$ cat config.mk
export PLATFORM = sky130hd
export DESIGN_NAME = multicycle_main_fsm
export DESIGN_NICKNAME = d
export VERILOG_FILES = /design/src/rtl/multicycle_main_fsm.sv
export SDC_FILE = /design/constraint.sdc
export NUM_CORES = 1
export LEC_CHECK = 0
export BUFFER_PORTS_ARGS = -buffer_cell sky130_fd_sc_hd__buf_2
export CORE_MARGIN = 2
export CORE_UTILIZATION = 51
export CTS_BUF_LIST = sky130_fd_sc_hd__clkbuf_8
export CTS_CLUSTER_DIAMETER = 60
export DETAILED_ROUTE_END_ITERATION = 16
export GPL_ROUTABILITY_DRIVEN = 0
export PLACE_DENSITY = 0.86
export SLEW_MARGIN = 20
export SYNTH_ARGS = -nofsm -noshare
export SYNTH_HDL_FRONTEND = slang
export SYNTH_SLANG_ARGS = --single-unit
$ cat constraint.sdc
create_clock -name clk -period 3.3 [get_ports clk]
set_clock_uncertainty 0.1 [all_clocks]
set_input_delay 0.66 -clock clk [delete_from_list [all_inputs] [get_ports clk]]
set_output_delay 0.66 -clock clk [all_outputs]
set_load 0.03 [all_outputs]
$ cat src/rtl/multicycle_main_fsm.sv
// Main control FSM for the multicycle RV32I datapath: sequences fetch/decode/
// execute/memory/writeback and drives datapath enables, mux selects and ALUOp.
module multicycle_main_fsm #(
  parameter bit MEM_WAIT_EN = 1'b1
) (
  input  logic       clk,
  input  logic       rst,
  input  logic [6:0] op,
  input  logic       zero,
  input  logic       mem_ready,
  output logic       PCWrite,
  output logic       AdrSrc,
  output logic       MemWrite,
  output logic       IRWrite,
  output logic [1:0] ResultSrc,
  output logic [1:0] ALUSrcA,
  output logic [1:0] ALUSrcB,
  output logic [1:0] ALUOp,
  output logic       RegWrite,
  output logic       retire,
  output logic       illegal,
  output logic [3:0] state
);

  typedef enum logic [3:0] {
    S_FETCH    = 4'd0,
    S_DECODE   = 4'd1,
    S_MEMADR   = 4'd2,
    S_MEMREAD  = 4'd3,
    S_MEMWB    = 4'd4,
    S_MEMWRITE = 4'd5,
    S_EXECUTER = 4'd6,
    S_ALUWB    = 4'd7,
    S_EXECUTEI = 4'd8,
    S_JAL      = 4'd9,
    S_BEQ      = 4'd10,
    S_ERROR    = 4'd11
  } state_e;

  localparam logic [6:0] OP_LW  = 7'b0000011;
  localparam logic [6:0] OP_SW  = 7'b0100011;
  localparam logic [6:0] OP_R   = 7'b0110011;
  localparam logic [6:0] OP_I   = 7'b0010011;
  localparam logic [6:0] OP_JAL = 7'b1101111;
  localparam logic [6:0] OP_BEQ = 7'b1100011;

  state_e state_q, state_d;
  logic   rdy;

  assign rdy   = MEM_WAIT_EN ? mem_ready : 1'b1;
  assign state = state_q;

  always_ff @(posedge clk) begin
    if (rst) state_q <= S_FETCH;
    else     state_q <= state_d;
  end

  always_comb begin
    state_d   = state_q;
    PCWrite   = 1'b0;
    AdrSrc    = 1'b0;
    MemWrite  = 1'b0;
    IRWrite   = 1'b0;
    ResultSrc = 2'b00;
    ALUSrcA   = 2'b00;
    ALUSrcB   = 2'b00;
    ALUOp     = 2'b00;
    RegWrite  = 1'b0;
    retire    = 1'b0;
    illegal   = 1'b0;
    case (state_q)
      S_FETCH: begin
        ALUSrcB   = 2'b10;
        ResultSrc = 2'b10;
        IRWrite   = rdy;
        PCWrite   = rdy;
        if (rdy) state_d = S_DECODE;
      end
      S_DECODE: begin
        // OldPC + imm precomputes the branch target while decoding
        ALUSrcA = 2'b01;
        ALUSrcB = 2'b01;
        case (op)
          OP_LW, OP_SW: state_d = S_MEMADR;
          OP_R:         state_d = S_EXECUTER;
          OP_I:         state_d = S_EXECUTEI;
          OP_JAL:       state_d = S_JAL;
          OP_BEQ:       state_d = S_BEQ;
          default:      state_d = S_ERROR;
        endcase
      end
      S_MEMADR: begin
        ALUSrcA = 2'b10;
        ALUSrcB = 2'b01;
        state_d = (op == OP_LW) ? S_MEMREAD : S_MEMWRITE;
      end
      S_MEMREAD: begin
        AdrSrc = 1'b1;
        if (rdy) state_d = S_MEMWB;
      end
      S_MEMWB: begin
        ResultSrc = 2'b01;
        RegWrite  = 1'b1;
        retire    = 1'b1;
        state_d   = S_FETCH;
      end
      S_MEMWRITE: begin
        AdrSrc   = 1'b1;
        MemWrite = 1'b1;
        retire   = rdy;
        if (rdy) state_d = S_FETCH;
      end
      S_EXECUTER: begin
        ALUSrcA = 2'b10;
        ALUOp   = 2'b10;
        state_d = S_ALUWB;
      end
      S_EXECUTEI: begin
        ALUSrcA = 2'b10;
        ALUSrcB = 2'b01;
        ALUOp   = 2'b10;
        state_d = S_ALUWB;
      end
      S_JAL: begin
        ALUSrcA = 2'b01;
        ALUSrcB = 2'b10;
        PCWrite = 1'b1;
        state_d = S_ALUWB;
      end
      S_ALUWB: begin
        RegWrite = 1'b1;
        retire   = 1'b1;
        state_d  = S_FETCH;
      end
      S_BEQ: begin
        ALUSrcA = 2'b10;
        ALUOp   = 2'b01;
        PCWrite = zero;
        retire  = 1'b1;
        state_d = S_FETCH;
      end
      default: begin
        // ERROR and unused codes park here until reset
        illegal = 1'b1;
        state_d = S_ERROR;
      end
    endcase
    if (rst) begin
      PCWrite  = 1'b0;
      MemWrite = 1'b0;
      IRWrite  = 1'b0;
      RegWrite = 1'b0;
      retire   = 1'b0;
    end
  end

endmodule

# After elaboration in Yosys (flattened, before gate mapping)
# Cells that the tools add are included.
dict set report word_totals {
  register_bits 4
  latchBits 0
  mem_bits_rw 0
  mem_bits_ro 0
  in_bits 11
  out_inout_bits 19
  n_memories 0
}
dict set report classes {
  addsub 0
  mul 0
  div_mod_pow 0
  magnitude_cmp 0
  eq_ne 19
  shift 0
  muxes 22
  bitwise_logic 0
  reduce_logical 13
}
# op n
set op_table {}
lappend op_table {{4-bit one-hot mux with 7 select lines} 1}
lappend op_table {{4-bit one-hot mux with 5 select lines} 1}
lappend op_table {{4-bit by 3-bit == test with 1-bit output, second input constant} 4}
lappend op_table {{2-bit one-hot mux with 2 select lines} 4}
lappend op_table {{7-bit by 6-bit == test with 1-bit output, second input constant} 2}
lappend op_table {{7-bit == test, second input constant} 2}
lappend op_table {{4-bit == test, second input constant} 3}
lappend op_table {{4-bit two-way mux} 3}
lappend op_table {{2-bit OR reduction} 6}
lappend op_table {{11-bit OR reduction} 1}
lappend op_table {{1-bit two-way mux} 10}
lappend op_table {{3-bit OR reduction} 3}
lappend op_table {{4-bit by 2-bit == test with 1-bit output, second input constant} 2}
lappend op_table {{7-bit by 2-bit == test with 1-bit output, second input constant} 1}
lappend op_table {{7-bit by 5-bit == test with 1-bit output, second input constant} 1}
lappend op_table {{2-bit inequality test, second input constant} 3}
lappend op_table {{4-bit by 1-bit == test with 1-bit output, second input constant} 1}
lappend op_table {{4-bit zero test} 1}
lappend op_table {{4-bit OR reduction} 1}
lappend op_table {{3-bit two-way mux} 1}
lappend op_table {{1-bit one-hot mux with 3 select lines} 1}
lappend op_table {{3-bit AND reduction} 1}
lappend op_table {{1-bit one-hot mux with 2 select lines} 1}

# Logic depth before layout (Yosys ltp)
dict set report logic_depth {
  word_depth 4
  depth_mapped 6
  depth_no_buf 4
}

# Worst setup path before layout
# OpenSTA, ideal clock, no wires.
dict set report synth_timing {
  path_type {reg-to-output}
  startpoint {reg state_q[1] (netlist: state[1])}
  endpoint {out PCWrite}
  t_arrival_ps 2130
  required_ps 2540
  path_slack_ps 410
  path_stages_with_launch 5
  n_path_buf 1
  cell_sequence {dfxtp_1 buf_4 and2_2 a221oi_1 a2111oi_1}
}
dict set report synth_between {
  elab_chain_cells 3
  word_cells_on_any_way 5
}
# item line_no
set synth_rtl {}
lappend synth_rtl {{from (decl)} 47} ;# state_e state_q, state_d;
lappend synth_rtl {{from (signal assigned)} 55} ;# else state_q <= state_d;
lappend synth_rtl {{4-bit == test or 4-bit zero test (tied branches)} 71} ;# case (state_q)
lappend synth_rtl {{1-bit one-hot mux with 3 select lines (*)} 71}
lappend synth_rtl {{1-bit two-way mux (*)} 148} ;# if (rst) begin
lappend synth_rtl {{to (decl)} 11} ;# output logic PCWrite,
# Mark *: on every way between the ends. The rest lies on a longest branch, timed or not.

# Worst setup path after layout
# Ends and elaborated chain as after synthesis.

==> out/qor.yml <==
outcome:
  status: "complete, no violations"
drt:
  totalWireLength_mm: 1.87
  num_vias: 798
  drtAntennaViolNets: 0
  vias_per_cell: 6.09
  first_iter_violations: 21
  drtPass1Iterations: 4
  routedWlPerCell_microns: 14.3
  route.detailed.drc: 0
grt:
  overflow: 0
  antenna_found_initial: 0
  grt_pass1_vias: 636
  grtUsageTotal_pct: 27.5
  grt_max_degree: 27
  grt_pass1_wl_mm: 2.90
worst_setup_path:
  critPathTopFamily: "flip-flops"
  worstPathArrival_ps: 1960
  required_ps: 2540
  path_depth: 4
  crit_fanout: 21
  cp-end-kind: "primary output"
  rrSetupSlack_ps: 1320
  ff2ff_path_depth: 4
  crit_slowest_cell: "dfxtp_1"
  path_class: "flop to primary output"
  path_buf_inv: 1
  slowest_delay_ps: 720
  crit_chain: "and2_2, a221oi_1, a2111oi_1, buf_2"
  start_kind: "flop"
pwr:
  power_density_mw_per_mm2: 1000
  pwr-share-clk_pct: 12.9
  peakVddDrop_mv: 0.628
  p_seq_share_pct: 19.9
  total_leakage_power_uw: 0.000370
  p_sw_uw: 472
  intPower_uw: 343
  p_comb_share_pct: 67.2
  switching_share_pct: 57.9
logic_synthesis:
  synth.mux.area_fraction_pct: 0
  synth_compound_area_share_pct: 25.8
  ys.flop_type: "dfxtp_1"
  netlist_area_sq_um: 663
  ys_seq_area_share_pct: 12.1
  synth_area_per_cell_sq_um: 7.13
  netlist_top_cells_area: "dfxtp_1, nand2b_1, a21oi_1"
  synthAdderAreaFrac_pct: 0
  postSynthNetCount: 104
  synth.most_common_cell: "nor2_1"
  ys_seq_elements: 4
  synth.distinct_cells: 44
  yosys-top-cells-count: "nor2_1, a21oi_1, nand2b_1, nor3_1"
  ys_warn_count: 0
  async_flop_share_pct: 0
  synth_area_leader_cell: "dfxtp_1"
  synth_top_family_by_area: "simple AND/OR/NAND/NOR gates"
  synth_edf_count: 0
  synth-xor-area-share_pct: 3.96
  yosys.area_share.simple_pct: 47.2
  syn_inst: 93
  synth_top_area_share_pct: 12.1
clock_network:
  cts_num_sinks: 4
  clock_path_buffers: 2
  cts-buffers-inserted: 3
  clk_latency_ps: 220
  root_buffer: "clkbuf_8"
  cts_tree: "built"
  postCtsResizedCells: 0
  h-tree-depth: 1
  holdBufCountCts: 0
  postCtsSetupBuffers: 0
  path_clk_slew_ps: 40
die:
  io_pins: 30
  dieArea_sq_mm: 0.00160
  die_height_microns: 40.1
  die_w_microns: 40.1
  rows: 12
  core-area_sq_mm: 0.00116
  start_util_pct: 57.4
timing:
  worstMarginPinSlew_ps: 819
  setup_tns_ps: 0
  fin_ws_ps: 584
  finalCritPeriodShare_pct: 82.3
  rsz0062_at_grt: "no"
  min_period_ps: 2720
  setup-violations-final: 0
  final_hold_viol_count: 0
  slew_headroom_pct: 45.3
  drv_slew: 0
  fmax_mhz: 368
  holdWs_ps: 655
finish:
  final_layout_size_suffix_gt1_share_pct: 35.0
  syn2layout_area_growth_pct: 22.6
  nets: 130
  nFillCells: 99
  antenna_cells: 0
  largest_reg_flops: 4
  fin_util_pct: 70.3
  instances_no_fill: 131
placement:
  hpwl_mm: 1.26
  post-place-cells: 128
  dp_slack_ps: 842
  port_buffers: 29
min_path:
  hold_depth: 2
  hp-class: "primary input to flop"
job:
  maxCapViolCount: 0
==> path summary, 6_finish.rpt <==
check / from / to
setup / recovery: state[1] / PCWrite
hold / removal: rst / state[0]
setup reg to reg: state[1] / state[2]
hold reg to reg: state[3] / state[1]
==> power groups by stage <==
stage	logic, uW	clock network [uW]	registers [uW]
detailed placement	540	0	160
floorplan	474	0	121
global route	592	109	172
CTS	547	105	161
global placement	530	0	155
finish	548	105	162
==> kinds of logic (layout without fill, tap and decap cells) <==
group	Yosys count	after routing
compound gates	25	25
xor+xnor	3	3
buf+inv	12	36
flops	4	4
simple gates	49	49
==> layer usage <==
layer | vias up | routed length (microns) | GRT usage [%]
met1 | 357 | 803 | 35.0
met2 | 40 | 882 | 44.8
met5 | - | 0 | 0
met4 | 0 | 46 | 12.1
met3 | 4 | 141 | 5.00
li1 | 397 | - | -
==> cell usage in the layout (no fill, tap or decap), types with 2 or more instances in the layout <==
cell type  instances
o21ai_1            2
nor2_1             8
a21oi_1            7
a211oi_1           2
nor3_1             5
nand2b_1           6
o21ai_0            4
buf_2             29
nand3b_1           2
xnor2_1            2
nand2_1            4
nor4b_1            2
nand4b_1           2
clkbuf_8           3
inv_1              3
nor2b_1            2
nor3b_1            3
nor4_1             2
or2_1              2
dfxtp_1            4
==> worst reg2reg max path: stages (launching register included) <==
cell and delay (ps):
dfxtp_1 720, nor2b_1 320, and2b_1 220, a211o_1 290
o31ai_2 230
==> stage by stage <==
| step | area, sq um | power, uW |
|---|---|---|
| floorplan | 663 | 595 |
| global placement | 772 | 686 |
| detailed placement | 772 | 700 |
| CTS | 813 | 813 |
| global route | 813 | 872 |
| finish | 813 | 815 |
==> cell type report <==
class                      instances  area (sq um)  area share [%]
timing repair buffer              30           153            18.8
clock buffer                       3          41.3            5.08
tap                               14          17.5            2.15
multi-input combinational         77           510            62.8
sequential                         4          80.1            9.85
inverter                           3          11.3            1.38
No activity file was read; power rests on OpenSTA's default activity.
